$ cat src/rtl/matrix_loader.sv
// matrix_loader: streams ROWS*COLS source words into a row/column-major matrix.
// Optional running checksum of loaded words under MATRIX_LOADER_CHECKSUM_EN.
module matrix_loader #(
    parameter int DATA_WIDTH     = 8,
    parameter int ROWS           = 4,
    parameter int COLS           = 4,
    parameter int SRC_ADDR_WIDTH = 8,
    localparam int N             = ROWS * COLS,
    localparam int CHK_WIDTH     = DATA_WIDTH + $clog2(N) + 1
) (
    input  logic                      clk,
    input  logic                      reset,
    input  logic                      start,
    input  logic                      abort,
    input  logic                      transpose,
    input  logic [SRC_ADDR_WIDTH-1:0] base_addr,
    output logic                      src_rd_en,
    output logic [SRC_ADDR_WIDTH-1:0] src_addr,
    input  logic [DATA_WIDTH-1:0]     src_data,
    output logic                      busy,
    output logic                      done,
    output logic [N*DATA_WIDTH-1:0]   matrix_flat,
    output logic [CHK_WIDTH-1:0]      checksum
);

    localparam int KW = (N > 1) ? $clog2(N) : 1;
    localparam int RW = (ROWS > 1) ? $clog2(ROWS) : 1;
    localparam int CW = (COLS > 1) ? $clog2(COLS) : 1;

    localparam logic [KW-1:0] K_LAST = KW'(N - 1);
    localparam logic [RW-1:0] R_LAST = RW'(ROWS - 1);
    localparam logic [CW-1:0] C_LAST = CW'(COLS - 1);

    typedef enum logic [1:0] {
        S_IDLE,
        S_LOAD,
        S_DRAIN,
        S_DONE
    } state_t;

    state_t state_q;
    state_t state_n;

    logic                      start_acc;
    logic                      capture;
    logic                      rd_pending_q;
    logic                      trans_q;
    logic [KW-1:0]             k_q;
    logic [SRC_ADDR_WIDTH-1:0] addr_q;
    logic [RW-1:0]             r_q;
    logic [CW-1:0]             c_q;
    logic [DATA_WIDTH-1:0]     mat_q [ROWS][COLS];

    always_ff @(posedge clk) begin
        if (reset) begin
            state_q <= S_IDLE;
        end else begin
            state_q <= state_n;
        end
    end

    always_comb begin
        state_n   = state_q;
        start_acc = 1'b0;
        busy      = 1'b0;
        done      = 1'b0;
        src_rd_en = 1'b0;
        src_addr  = '0;
        unique case (state_q)
            S_IDLE: begin
                if (start && !abort) begin
                    state_n   = S_LOAD;
                    start_acc = 1'b1;
                end
            end
            S_LOAD: begin
                busy      = 1'b1;
                src_rd_en = 1'b1;
                src_addr  = addr_q;
                if (abort) begin
                    state_n = S_IDLE;
                end else if (k_q == K_LAST) begin
                    state_n = S_DRAIN;
                end
            end
            S_DRAIN: begin
                busy    = 1'b1;
                state_n = abort ? S_IDLE : S_DONE;
            end
            S_DONE: begin
                done    = 1'b1;
                state_n = S_IDLE;
            end
            default: begin
                state_n = S_IDLE;
            end
        endcase
    end

    // An abort in the same cycle drops the word in flight
    assign capture = rd_pending_q && !abort;

    always_ff @(posedge clk) begin
        if (reset) begin
            rd_pending_q <= 1'b0;
            trans_q      <= 1'b0;
            k_q          <= '0;
            addr_q       <= '0;
        end else begin
            rd_pending_q <= src_rd_en && !abort;
            if (start_acc) begin
                trans_q <= transpose;
                k_q     <= '0;
                addr_q  <= base_addr;
            end else if (state_q == S_LOAD) begin
                k_q    <= k_q + KW'(1);
                addr_q <= addr_q + SRC_ADDR_WIDTH'(1);
            end
        end
    end

    always_ff @(posedge clk) begin
        if (reset) begin
            r_q <= '0;
            c_q <= '0;
            for (int r = 0; r < ROWS; r++) begin
                for (int c = 0; c < COLS; c++) begin
                    mat_q[r][c] <= '0;
                end
            end
        end else if (start_acc) begin
            r_q <= '0;
            c_q <= '0;
        end else if (capture) begin
            mat_q[r_q][c_q] <= src_data;
            if (!trans_q) begin
                if (c_q == C_LAST) begin
                    c_q <= '0;
                    r_q <= (r_q == R_LAST) ? '0 : r_q + RW'(1);
                end else begin
                    c_q <= c_q + CW'(1);
                end
            end else begin
                if (r_q == R_LAST) begin
                    r_q <= '0;
                    c_q <= (c_q == C_LAST) ? '0 : c_q + CW'(1);
                end else begin
                    r_q <= r_q + RW'(1);
                end
            end
        end
    end

    for (genvar gr = 0; gr < ROWS; gr++) begin : g_row
        for (genvar gc = 0; gc < COLS; gc++) begin : g_col
            assign matrix_flat[(gr*COLS+gc)*DATA_WIDTH +: DATA_WIDTH] = mat_q[gr][gc];
        end
    end

`ifdef MATRIX_LOADER_CHECKSUM_EN
    logic [CHK_WIDTH-1:0] chk_q;

    always_ff @(posedge clk) begin
        if (reset) begin
            chk_q <= '0;
        end else if (start_acc) begin
            chk_q <= '0;
        end else if (capture) begin
            chk_q <= chk_q + CHK_WIDTH'(src_data);
        end
    end

    assign checksum = chk_q;
`else
    assign checksum = '0;
`endif

endmodule

$ cat config.mk
export PLATFORM = sky130hd
export DESIGN_NAME = matrix_loader
export DESIGN_NICKNAME = d
export VERILOG_FILES = /design/src/rtl/matrix_loader.sv
export SDC_FILE = /design/constraint.sdc
export NUM_CORES = 1
export LEC_CHECK = 0
export CORE_AREA = 2 2 112 114
export CTS_CLUSTER_SIZE = 8
export DETAILED_ROUTE_END_ITERATION = 8
export DIE_AREA = 0 0 114 116
export PLACE_DENSITY_LB_ADDON = 0.1
export SLEW_MARGIN = 10
export SYNTH_ARGS = -nofsm -noshare
export SYNTH_HDL_FRONTEND = slang
export SYNTH_SLANG_ARGS = --single-unit
$ cat constraint.sdc
create_clock -name clk -period 4.64 [get_ports clk]
set_input_delay 1.392 -clock clk [delete_from_list [all_inputs] [get_ports clk]]
set_output_delay 1.392 -clock clk [all_outputs]
set_load 0.005 [all_outputs]
# Word-level counts from Yosys, hierarchy flattened
# Memory sizes are Yosys's and may differ from the RTL's.
# Cells that the tools add are included.
dict set report word_totals {
  regBits 20
  ramBits 128
  inputBits 21
  word_cells 68
  n_memories 1
}
dict set report classes {
  addsub 4
  n_lt_le_gt_ge 2
  n_eq_ne 9
  mux 30
  bitwise_logic 1
  n_reduce_logical 14
}
# name depth word_bits read_ports rd_clocked_by_memory_dff wr line
set mem_list {}
lappend mem_list {mat_q 4 32 4 0 4 52} ;# logic [DATA_WIDTH-1:0] mat_q [ROWS][COLS];
# cell n
set op_table {}
lappend op_table {{2-to-1 mux 32 bit} 3}
lappend op_table {{2-to-1 mux 8 bit} 4}
lappend op_table {{OR reduction 32 bit} 1}
lappend op_table {{2-to-1 mux 2 bit} 11}
lappend op_table {{demux 8 bit (select 2 bit)} 1}
lappend op_table {{2-to-1 mux 1 bit} 10}
lappend op_table {{adder 8 x 1 -> 8 bit (second input constant)} 1}
lappend op_table {{== test 2 bit (second input constant)} 4}
lappend op_table {{one-hot mux 2 bit (4 select lines)} 1}
lappend op_table {{AND reduction 2 bit} 3}
lappend op_table {{adder 2 x 1 -> 2 bit (second input constant)} 2}
lappend op_table {{adder 4 x 1 -> 4 bit (second input constant)} 1}
lappend op_table {{== test 4 bit (second input constant)} 1}
lappend op_table {{logical AND 1 bit} 4}
lappend op_table {{nonzero test 2 bit} 2}
lappend op_table {{OR reduction 2 bit} 2}
lappend op_table {{greater-or-equal comparator 3 bit (second input constant)} 1}
lappend op_table {{less-than comparator 3 x 1 -> 1 bit (second input constant)} 1}
lappend op_table {{!= test 3 bit (second input constant)} 1}
lappend op_table {{inverter 2 -> 3 bit} 1}
lappend op_table {{== test 2 x 1 -> 1 bit (second input constant)} 1}
lappend op_table {{zero test 2 bit} 1}
lappend op_table {{!= test 2 x 1 -> 1 bit (second input constant)} 1}
lappend op_table {{!= test 2 bit (second input constant)} 1}
lappend op_table {{zero test 1 bit} 1}

# Logic depth before layout (Yosys ltp)
dict set report depth {
  ltp_word 9
  ltp_mapped 6
}

# Worst setup path after synthesis
# Ideal clock, no wire load.
dict set report synth_path {
  path_kind {input to register}
  from {in start}
  to {mem mat_q[0][0] (netlist name), enable pin}
  setup_time_ns 0.326
  arrival_ns 2.190
  setup_slack_ns 2.124
  cell_stages 3
  n_path_buf 0
  path_cell_list {a21oi_2 -> and3_1 -> a21o_1}
}
# element line
set synth_rtl {}
lappend synth_rtl {{from (decl)} 13} ;# input logic start,
lappend synth_rtl {{to (decl)} 52}

# Worst setup path in the final report
dict set report layout_path {
  from {reg state_q[1]}
  to {out src_addr[2]}
}
dict set report layout_between {
  elab_chain_len 2
}
# element line
set layout_rtl {}
lappend layout_rtl {{from (decl)} 41} ;# state_t state_q;
lappend layout_rtl {{from (signal assigned)} 58} ;# state_q <= state_n;
lappend layout_rtl {{== test 2 x 1 -> 1 bit} 69} ;# unique case (state_q)
lappend layout_rtl {{2-to-1 mux 8 bit} 69}
lappend layout_rtl {{to (decl)} 18} ;# output logic [SRC_ADDR_WIDTH-1:0] src_addr,
# Every way passes these cells.

==> impl_metrics.toml <==
[yosys]
synth_warnings = 0
ys_ff_latch = 148
ys_seq_area_share_pct = 70.3
synth_ff_type = "edfxtp_1"
synth-async-reset-ratio_pct = 0
avgSynthCellArea_um2 = 12.7
ys_types = 40
synth_cells = 477
synth_edf_count = 128
synth_area_um2 = 6040

[detailed_routing]
vias = 4176
drc_errors = 0
wl_um = 14800
avgViaCountPerCell = 5.28
wl_per_cell_um = 18.7
drt_iter0_markers = 329
final_antenna_net_count = 0
first_pass_iters = 5

[layout]
final_core_util_pct = 69.2
final_net_count = 667
drive_gt1_share_pct = 6.52
mostFrequentLayoutCell = "clkdlybuf4s50_1"
syn_to_final_growth_pct = 36.5
nFillCells = 864
antenna_cells = 0
fin_area_um2 = 8240
final_cell_mix = "159 x clkdlybuf4s50_1, 142 x nor2_1, 128 x edfxtp_1"

[power]
leakage_nw = 2.96
power_mw = 3.20
peakVddDrop_mv = 0.206
powerDensity_nw_per_um2 = 389

[setup_path]
crit_path_cell_trace = "inv_1 -> ha_1 -> and2_2 -> clkdlybuf4s50_1"
rr_worst_depth = 5
worstPathRequired_ns = 3.25
rr_startpoint = "state_q[0]"
cp_top_family = "adder cells"
rr_endpoint = "mat_q[1][3]"
slowest_stage = "ha_1"
crit_buf_inv = 2
cp-startpoint = "state_q[1]"
end_kind = "primary output"
cpPeakStageDelay_ns = 0.67
cp.depth = 4
path_class = "reg -> out"
cp-start-kind = "register"
cp.arrival_ns = 2.31
endpoint = "src_addr[2]"
cp_max_fo = 23
r2r_slack_ns = 2.30

[timing]
post-route-min-period_ns = 3.70
fin_setup_tns_ns = 0
slew_viol_final = 0
slew_headroom_pct = 48.2
finalWorstSetupSlack_ns = 0.938
rsz0062_at_grt = "no"
setup_violations = 0
worstMarginPinSlew_ns = 0.777
fmax_mhz = 270
finalCritPeriodShare_pct = 79.8
skew_ns = 0.00795
hold_viol = 0

[place]
gp_congestion = 0.779
io_buffers = 159
dp_hpwl_um = 10500
pre_cts_ws_ns = 0.867
placed_area_um2 = 7650

[die]
die_x_um = 114
num_rows = 40
core_area_um2 = 11900
die_area_um2 = 13200
io_pins = 173
start_util_pct = 50.7
die_y_um = 116

[grt]
antenna_found_initial = 0
grt_max_degree = 33
grt_pass1_wl_um = 21900
grt.overflow.total = 0
grt_pass1_vias = 3969
grt_usage_pct = 22.5

[hold_path]
worstHoldPathType = "reg -> reg"

[clock_network]
cts_setup_buffers = 0
cts.sinks = 148
cts_buffers = 17
cts_hold_buf = 0
cts_resized = 0
cts_max_level = 4
clk-insertion-delay-late_ns = 0.42
worst_setup_hold_path_clk_slew_ns = 0.06
root_buffer = "clkbuf_16"
clock_path_buffers = 2
cts_tree = "yes"

[run_status]
status = "complete, no violations"

[job]
maxCapViolCount = 0
-- worst reg2reg max path, cell delays in order, from the launching register on --
cell     delay (ns)
dfxtp_1        0.38
inv_1          0.09
ha_1           0.25
a21oi_2        0.39
nand3_2        0.64
nor2_1         0.40
-- power by group --
part | total [mW] | switching [mW] | internal [mW]
Combinational | 0.288 | 0.138 | 0.150
Clock | 1.37 | 0.531 | 0.844
Sequential | 1.54 | 0.0412 | 1.50
Total | 3.20 | 0.710 | 2.49
-- how the worst min path moves through the flow --
| stage | from | end | depth (start not counted) |
|---|---|---|---|
| final | k_q[3] | k_q[3] | 2 |
| after global routing | state_q[1] | state_q[1] | 2 |
| after CTS | k_q[3] | k_q[3] | 2 |
| after detailed placement | k_q[3] | k_q[3] | 2 |
| after global placement | k_q[3] | k_q[3] | 2 |
| after floorplan | k_q[3] | k_q[3] | 2 |
-- sequential cells by signal, summed over array words and instances, names as in the netlist --
signal        flops
trans_q           1
state_q           2
rd_pending_q      1
mat_q           128
addr_q            8
r_q               2
c_q               2
k_q               4
-- logic make-up (layout without fill, tap and decap cells) --
logic type,after synthesis,in the layout,share of synthesized area (%)
AND/OR/NAND/NOR,218,218,16.0
flip-flops,148,148,70.3
buffers and inverters,44,199,4.04
AO/OA/AOI/OAI,39,39,4.66
adder cells (fa/ha/maj),15,15,3.11
XOR/XNOR,7,7,1.02
multiplexers,5,5,0.829
other,1,13,0.0621
-- per-layer routing --
layer	track usage [%]	wire length, um	share of wire (%)	vias up
met5	0	0	0	-
met4	8.86	326	2.2	0
met3	5.02	1150	7.8	26
met2	37.6	7430	50	204
met1	29.0	5910	40	2015
li1	-	-	-	1931
-- cell type report --
class                           count  area, um^2  share of cell area, %
Multi-Input combinational cell    297        1590                   19.3
Timing Repair Buffer              160        1600                   19.4
Sequential cell                   148        4240                   51.5
Inverter                            7        26.3                  0.319
Clock inverter                     13         159                   1.93
Tap cell                          147         184                   2.23
Clock buffer                       19         433                   5.25
-- stage by stage --
stage	cells	hold WS [ns]
after floorplan	489	0.479
after global placement	759	0.496
after detailed placement	759	0.509
after CTS	791	0.523
after global routing	791	0.541
final	791	0.519
-- cell usage after synthesis, drive strengths merged, types with 4 or more instances --
library cell,count,area [um^2]
xor2,5,43.8
nand2b,5,38.8
dfxtp,20,400
nand2,34,128
a21oi,5,28.8
inv,7,26.3
nand4,5,37.5
ha,15,188
nand3,7,60.1
and3,4,25.0
buf,31,195
a21o,16,120
and2,8,51.3
o21ai,8,40.0
clkbuf,6,22.5
a211oi,5,37.5
edfxtp,128,3840
mux2i,5,50.1
nor2,142,533
Power figures use the tool's default switching activity.
